## config.mk

```make
export PLATFORM = sky130hd
export DESIGN_NAME = serial_subtractor
export DESIGN_NICKNAME = d
export VERILOG_FILES = /design/src/rtl/serial_arith_pkg.sv /design/src/rtl/sub_cell.sv /design/src/rtl/serial_subtractor.sv
export SDC_FILE = /design/constraint.sdc
export NUM_CORES = 1
export LEC_CHECK = 0
export CAP_MARGIN = 20
export CORE_UTILIZATION = 25
export CTS_BUF_LIST = sky130_fd_sc_hd__clkbuf_4 sky130_fd_sc_hd__clkbuf_8
export DETAILED_ROUTE_END_ITERATION = 6
export GPL_ROUTABILITY_DRIVEN = 0
export SKIP_CTS_REPAIR_TIMING = 1
export SLEW_MARGIN = 20
export SYNTH_ARGS = -nofsm -noshare
export SYNTH_HDL_FRONTEND = slang
export SYNTH_SLANG_ARGS = --single-unit
```

## constraint.sdc

```tcl
create_clock -name clk_i -period 1.3 [get_ports clk_i]
set_input_delay 0.325 -clock clk_i [delete_from_list [all_inputs] [get_ports clk_i]]
set_output_delay 0.325 -clock clk_i [all_outputs]
set_load 0.05 [all_outputs]
```

## src/rtl/serial_arith_pkg.sv

```systemverilog
// Shared types and constants for the bit-serial subtractor.
package serial_arith_pkg;

    localparam int unsigned DefaultWidth = 4;

    typedef enum logic [1:0] {
        StIdle  = 2'b00,
        StShift = 2'b01,
        StDone  = 2'b10
    } state_e;

    // Bit counter width; a 1-bit counter is the floor for WIDTH == 2.
    function automatic int unsigned cnt_width(input int unsigned width);
        return (width > 2) ? $clog2(width) : 1;
    endfunction

endpackage

```

## src/rtl/sub_cell.sv

```systemverilog
// One-bit subtract cell: full adder on (a, ~b, cin), giving a - b one bit at a time.
module sub_cell (
    input  logic a_i,
    input  logic b_i,
    input  logic cin_i,
    output logic s_o,
    output logic cout_o
);

    logic b_n;

    assign b_n    = ~b_i;
    assign s_o    = a_i ^ b_n ^ cin_i;
    assign cout_o = (a_i & b_n) | (a_i & cin_i) | (b_n & cin_i);

endmodule

```

## src/rtl/serial_subtractor.sv

```systemverilog
// Bit-serial subtractor computing a - b as a + ~b + 1, LSB first, one bit per clock.
// Define SERIAL_SUBTRACTOR_OVF_EN to add the signed-overflow output ovf_o.
module serial_subtractor
    import serial_arith_pkg::*;
#(
    parameter int unsigned WIDTH = DefaultWidth
) (
    input  logic             clk_i,
    input  logic             reset_i,
    input  logic             start_i,
    input  logic [WIDTH-1:0] a_i,
    input  logic [WIDTH-1:0] b_i,
    output logic             busy_o,
    output logic             done_o,
    output logic [WIDTH:0]   diff_o,
    output logic             borrow_o,
    output logic             zero_o
`ifdef SERIAL_SUBTRACTOR_OVF_EN
    ,
    output logic             ovf_o
`endif
);

    localparam int unsigned   CntW    = cnt_width(WIDTH);
    localparam logic [CntW-1:0] CntLast = CntW'(WIDTH - 1);

    state_e           state_q;
    logic [WIDTH-1:0] ra_q;
    logic [WIDTH-1:0] rb_q;
    logic [WIDTH-1:0] res_q;
    logic [WIDTH-1:0] res_d;
    logic [CntW-1:0]  cnt_q;
    logic             carry_q;
    logic             busy_q;
    logic             done_q;
    logic             zero_q;
    logic [WIDTH:0]   diff_q;
    logic             sum;
    logic             cout;
`ifdef SERIAL_SUBTRACTOR_OVF_EN
    logic             ovf_q;
`endif

    sub_cell u_cell (
        .a_i    (ra_q[0]),
        .b_i    (rb_q[0]),
        .cin_i  (carry_q),
        .s_o    (sum),
        .cout_o (cout)
    );

    // Sum bits enter from the MSB side so the LSB lands at bit 0 after WIDTH shifts.
    assign res_d = {sum, res_q[WIDTH-1:1]};

    always_ff @(posedge clk_i or posedge reset_i) begin
        if (reset_i) begin
            state_q <= StIdle;
            ra_q    <= '0;
            rb_q    <= '0;
            res_q   <= '0;
            cnt_q   <= '0;
            carry_q <= 1'b0;
            busy_q  <= 1'b0;
            done_q  <= 1'b0;
            zero_q  <= 1'b0;
            diff_q  <= '0;
`ifdef SERIAL_SUBTRACTOR_OVF_EN
            ovf_q   <= 1'b0;
`endif
        end else begin
            done_q <= 1'b0;
            unique case (state_q)
                StIdle: begin
                    if (start_i) begin
                        ra_q    <= a_i;
                        rb_q    <= b_i;
                        carry_q <= 1'b1;
                        cnt_q   <= '0;
                        busy_q  <= 1'b1;
                        state_q <= StShift;
                    end
                end
                StShift: begin
                    ra_q    <= ra_q >> 1;
                    rb_q    <= rb_q >> 1;
                    res_q   <= res_d;
                    carry_q <= cout;
                    cnt_q   <= cnt_q + 1'b1;
                    if (cnt_q == CntLast) begin
                        state_q <= StDone;
                        done_q  <= 1'b1;
                        diff_q  <= {~cout, res_d};
                        zero_q  <= (res_d == '0);
`ifdef SERIAL_SUBTRACTOR_OVF_EN
                        // carry_q here is the carry into the MSB column.
                        ovf_q   <= carry_q ^ cout;
`endif
                    end
                end
                StDone: begin
                    busy_q  <= 1'b0;
                    state_q <= StIdle;
                end
                default: begin
                    busy_q  <= 1'b0;
                    state_q <= StIdle;
                end
            endcase
        end
    end

    assign busy_o   = busy_q;
    assign done_o   = done_q;
    assign diff_o   = diff_q;
    assign borrow_o = diff_q[WIDTH];
    assign zero_o   = zero_q;
`ifdef SERIAL_SUBTRACTOR_OVF_EN
    assign ovf_o    = ovf_q;
`endif

endmodule

```

==> impl_metrics.env <==
export IMPL_rsz0062_at_grt="true"
export IMPL_drive_gt1_share_pct=41.96
export IMPL_use_met2_pct=16.21
export IMPL_io_buffers=19
export IMPL_core_um2=4058
export IMPL_crit_path_max_incr_delay_ns=0.58
export IMPL_outcome="finished with violations"
export IMPL_final_cell_mix="dfrtp_1, buf_4, buf_12, clkdlybuf4s50_1, mux2_2"
export IMPL_layout_commonest_cell="dfrtp_1"
export IMPL_synthCells=80
export IMPL_clk_latency_ns=0.27
export IMPL_numCtsBuffers=3
export IMPL_max_slew_margin_pct=75.66
export IMPL_design_area_um2=1598
export IMPL_peakVddDrop_mv=1.101
export IMPL_root_buffer="clkbuf_8"
export IMPL_gr_usage_met3_pct=3.547
export IMPL_area_delta_synth_final_pct=48.49
export IMPL_leakage_nw=0.7285
export IMPL_rr_endpoint="zero_o"
export IMPL_totalWireLength_mm=1.882
export IMPL_critical_path_required_ns=1.46
export IMPL_power_mw=4.349
export IMPL_layout_setup_ws_ns=-0.1024
export IMPL_n_antenna_cell=0
export IMPL_worst_r2r_path_depth=3
export IMPL_syn_nets=93
export IMPL_fin_hold_ws_ns=0.3719
export IMPL_drtIter0Drc=11
export IMPL_grt_pass1_vias=738
export IMPL_ys_seq_area_share_pct=55.81
export IMPL_die_w_um=67.61
export IMPL_max_freq_mhz=713.1
export IMPL_path_class="flip-flop to flip-flop"
export IMPL_period_needed_ns=1.402
export IMPL_synth_cell_types=27
export IMPL_critPathCaptureType="flip-flop"
export IMPL_path_cells="fa_1, nor4_1, mux2_2"
export IMPL_cts_tree="yes"
export IMPL_yosys_warnings=0
export IMPL_grt_util_all_layers_pct=10.06
export IMPL_cts_htree_levels=1
export IMPL_io_pins=20
export IMPL_slew_violations=0
export IMPL_worst_pin_slew_ns=0.3600
export IMPL_placed_area_um2=1489
export IMPL_ant_nets=0
export IMPL_worst_path_max_fanout=3
export IMPL_nNetsFinal=126
export IMPL_r2r_start="ra_q[0]"
export IMPL_cp_start_kind="flip-flop"
export IMPL_die_area_um2=4570
export IMPL_arrival_ns=1.56
export IMPL_ctsLongestPathBuffers=2
export IMPL_antenna_found_initial=0
export IMPL_finalSetupViolCount=3
export IMPL_routed_via_count=722
export IMPL_start_util_pct=26.52
export IMPL_placementRows=23
export IMPL_max_cap_violations=0
export IMPL_powerDensity_nw_per_um2=2722
export IMPL_hpwl_mm=1.332
export IMPL_hp_class="input pin to async pin"
export IMPL_path_clk_slew_ns=0.09
export IMPL_die_h_um=67.61
export IMPL_r2r_slack_ns=-0.10
export IMPL_cts_sinks=24
export IMPL_postSynthAreaPerCell_um2=13.45
export IMPL_synth_area_um2=1076
export IMPL_violations="setup timing"
export IMPL_routedWlPerCell_um=11.62
export IMPL_cp_slowest_cell="fa_1"
export IMPL_hold_viol=0
export IMPL_synth_seq_cells=24
export IMPL_period_share_pct=107.9
export IMPL_busiest_layer="met2"
export IMPL_grt_max_degree=25
export IMPL_grt_pass1_wl_mm=3.387
export IMPL_grt_overflow_total=0
export IMPL_via_per_inst=4.457
export IMPL_grtUsageMet1_pct=12.43
export IMPL_fin_worst_skew_ns=0.003353
export IMPL_drcViolationCount=0
export IMPL_firstDrtPassIters=4
## worst max-delay path: cells and delay by family (launching register included)
family        cells  cell delay [ns]
simple gates      1             0.05
flops             1             0.41
mux               1             0.25
fa+ha+maj         1             0.58
## per-stage QoR
stage | TNS (ns) | utilization, % | setup slack (ns) | cells
3_5_place_dp | -2.712 | 36.69 | -0.2670 | 157
3_3_place_gp | -2.345 | 36.69 | -0.2271 | 157
6_report | -0.1223 | 39.38 | -0.1024 | 162
5_1_grt | -0.2223 | 39.38 | -0.1427 | 162
2_1_floorplan | -0.04592 | - | -0.04592 | 80
4_1_cts | -0.1501 | 38.45 | -0.1026 | 161
## synth_stat cells
library cell,count,area share (%)
or2b_1,1,0.70
nand3b_2,1,1.0
a21oi_1,2,0.93
mux2i_1,2,1.9
dfrtp_1,24,56
buf_6,2,2.1
fa_1,1,1.9
nand2b_1,1,0.58
inv_1,8,2.8
nor4bb_1,2,1.9
or4b_1,3,2.8
nor4_1,1,0.58
and2b_1,1,0.70
ha_1,1,1.2
mux2_2,8,8.4
a22o_1,1,0.81
a21o_1,1,0.70
nor3b_1,4,2.8
o22a_1,1,0.81
a211o_1,1,0.81
o21ba_2,1,0.93
o21bai_1,1,0.70
nor4b_1,3,2.4
buf_4,1,0.70
buf_2,2,0.93
a211oi_1,3,2.1
o221a_2,3,3.1
## power by group
| part | leakage (nW) | switching [mW] | internal (mW) |
|---|---|---|---|
| clock | 0.0357 | 0.241 | 0.411 |
| sequential | 0.288 | 0.311 | 1.11 |
| combinational | 0.404 | 1.02 | 1.26 |
| total | 0.729 | 1.57 | 2.78 |
## area by class of cell
class / count / area (um2)
fillers: 386 / 2460
flip-flops and latches: 24 / 603.1
multi-input cells: 43 / 426.7
repair buffers: 33 / 404.1
well taps: 50 / 62.56
clock buffers: 3 / 41.29
clock inverters: 1 / 30.03
inverters: 8 / 30.03
## flip-flops by register name (all words and copies together) (netlist names)
signal,cells
res_q,3
state_q,2
busy_o,1
zero_o,1
done_o,1
ra_q,4
rb_q,4
diff_o,5
carry_q,1
cnt_q,2
## logic make-up (layout without fill, tap and decap cells)
| kind of cell | after synthesis | count (layout) | synth area share (%) |
|---|---|---|---|
| compound gates | 14 | 14 | 10.93 |
| fa+ha+maj | 2 | 2 | 3.023 |
| buf+inv | 13 | 45 | 6.512 |
| flops | 24 | 24 | 55.81 |
| mux | 10 | 10 | 10.23 |
| simple gates | 17 | 17 | 13.49 |
## worst max-delay path by stage
stage | to | start | slack [ns] | cells after the start
after floorplan | zero_o | ra_q[0] | -0.05 | 3
after global placement | ra_q[0] | start_i | -0.23 | 3
after detailed placement | ra_q[2] | start_i | -0.27 | 3
after CTS | zero_o | ra_q[0] | -0.10 | 3
after global routing | zero_o | ra_q[0] | -0.14 | 3
final | zero_o | ra_q[0] | -0.10 | 3
## layer usage
layer / vias to the layer above / routed length, um / share of wire, %
li1: 352 / - / -
met1: 350 / 881 / 47
met2: 18 / 888 / 47
met3: 2 / 94 / 5.0
met4: 0 / 18 / 0.96
met5: - / 0 / 0
(Power assumes the default switching activity.)
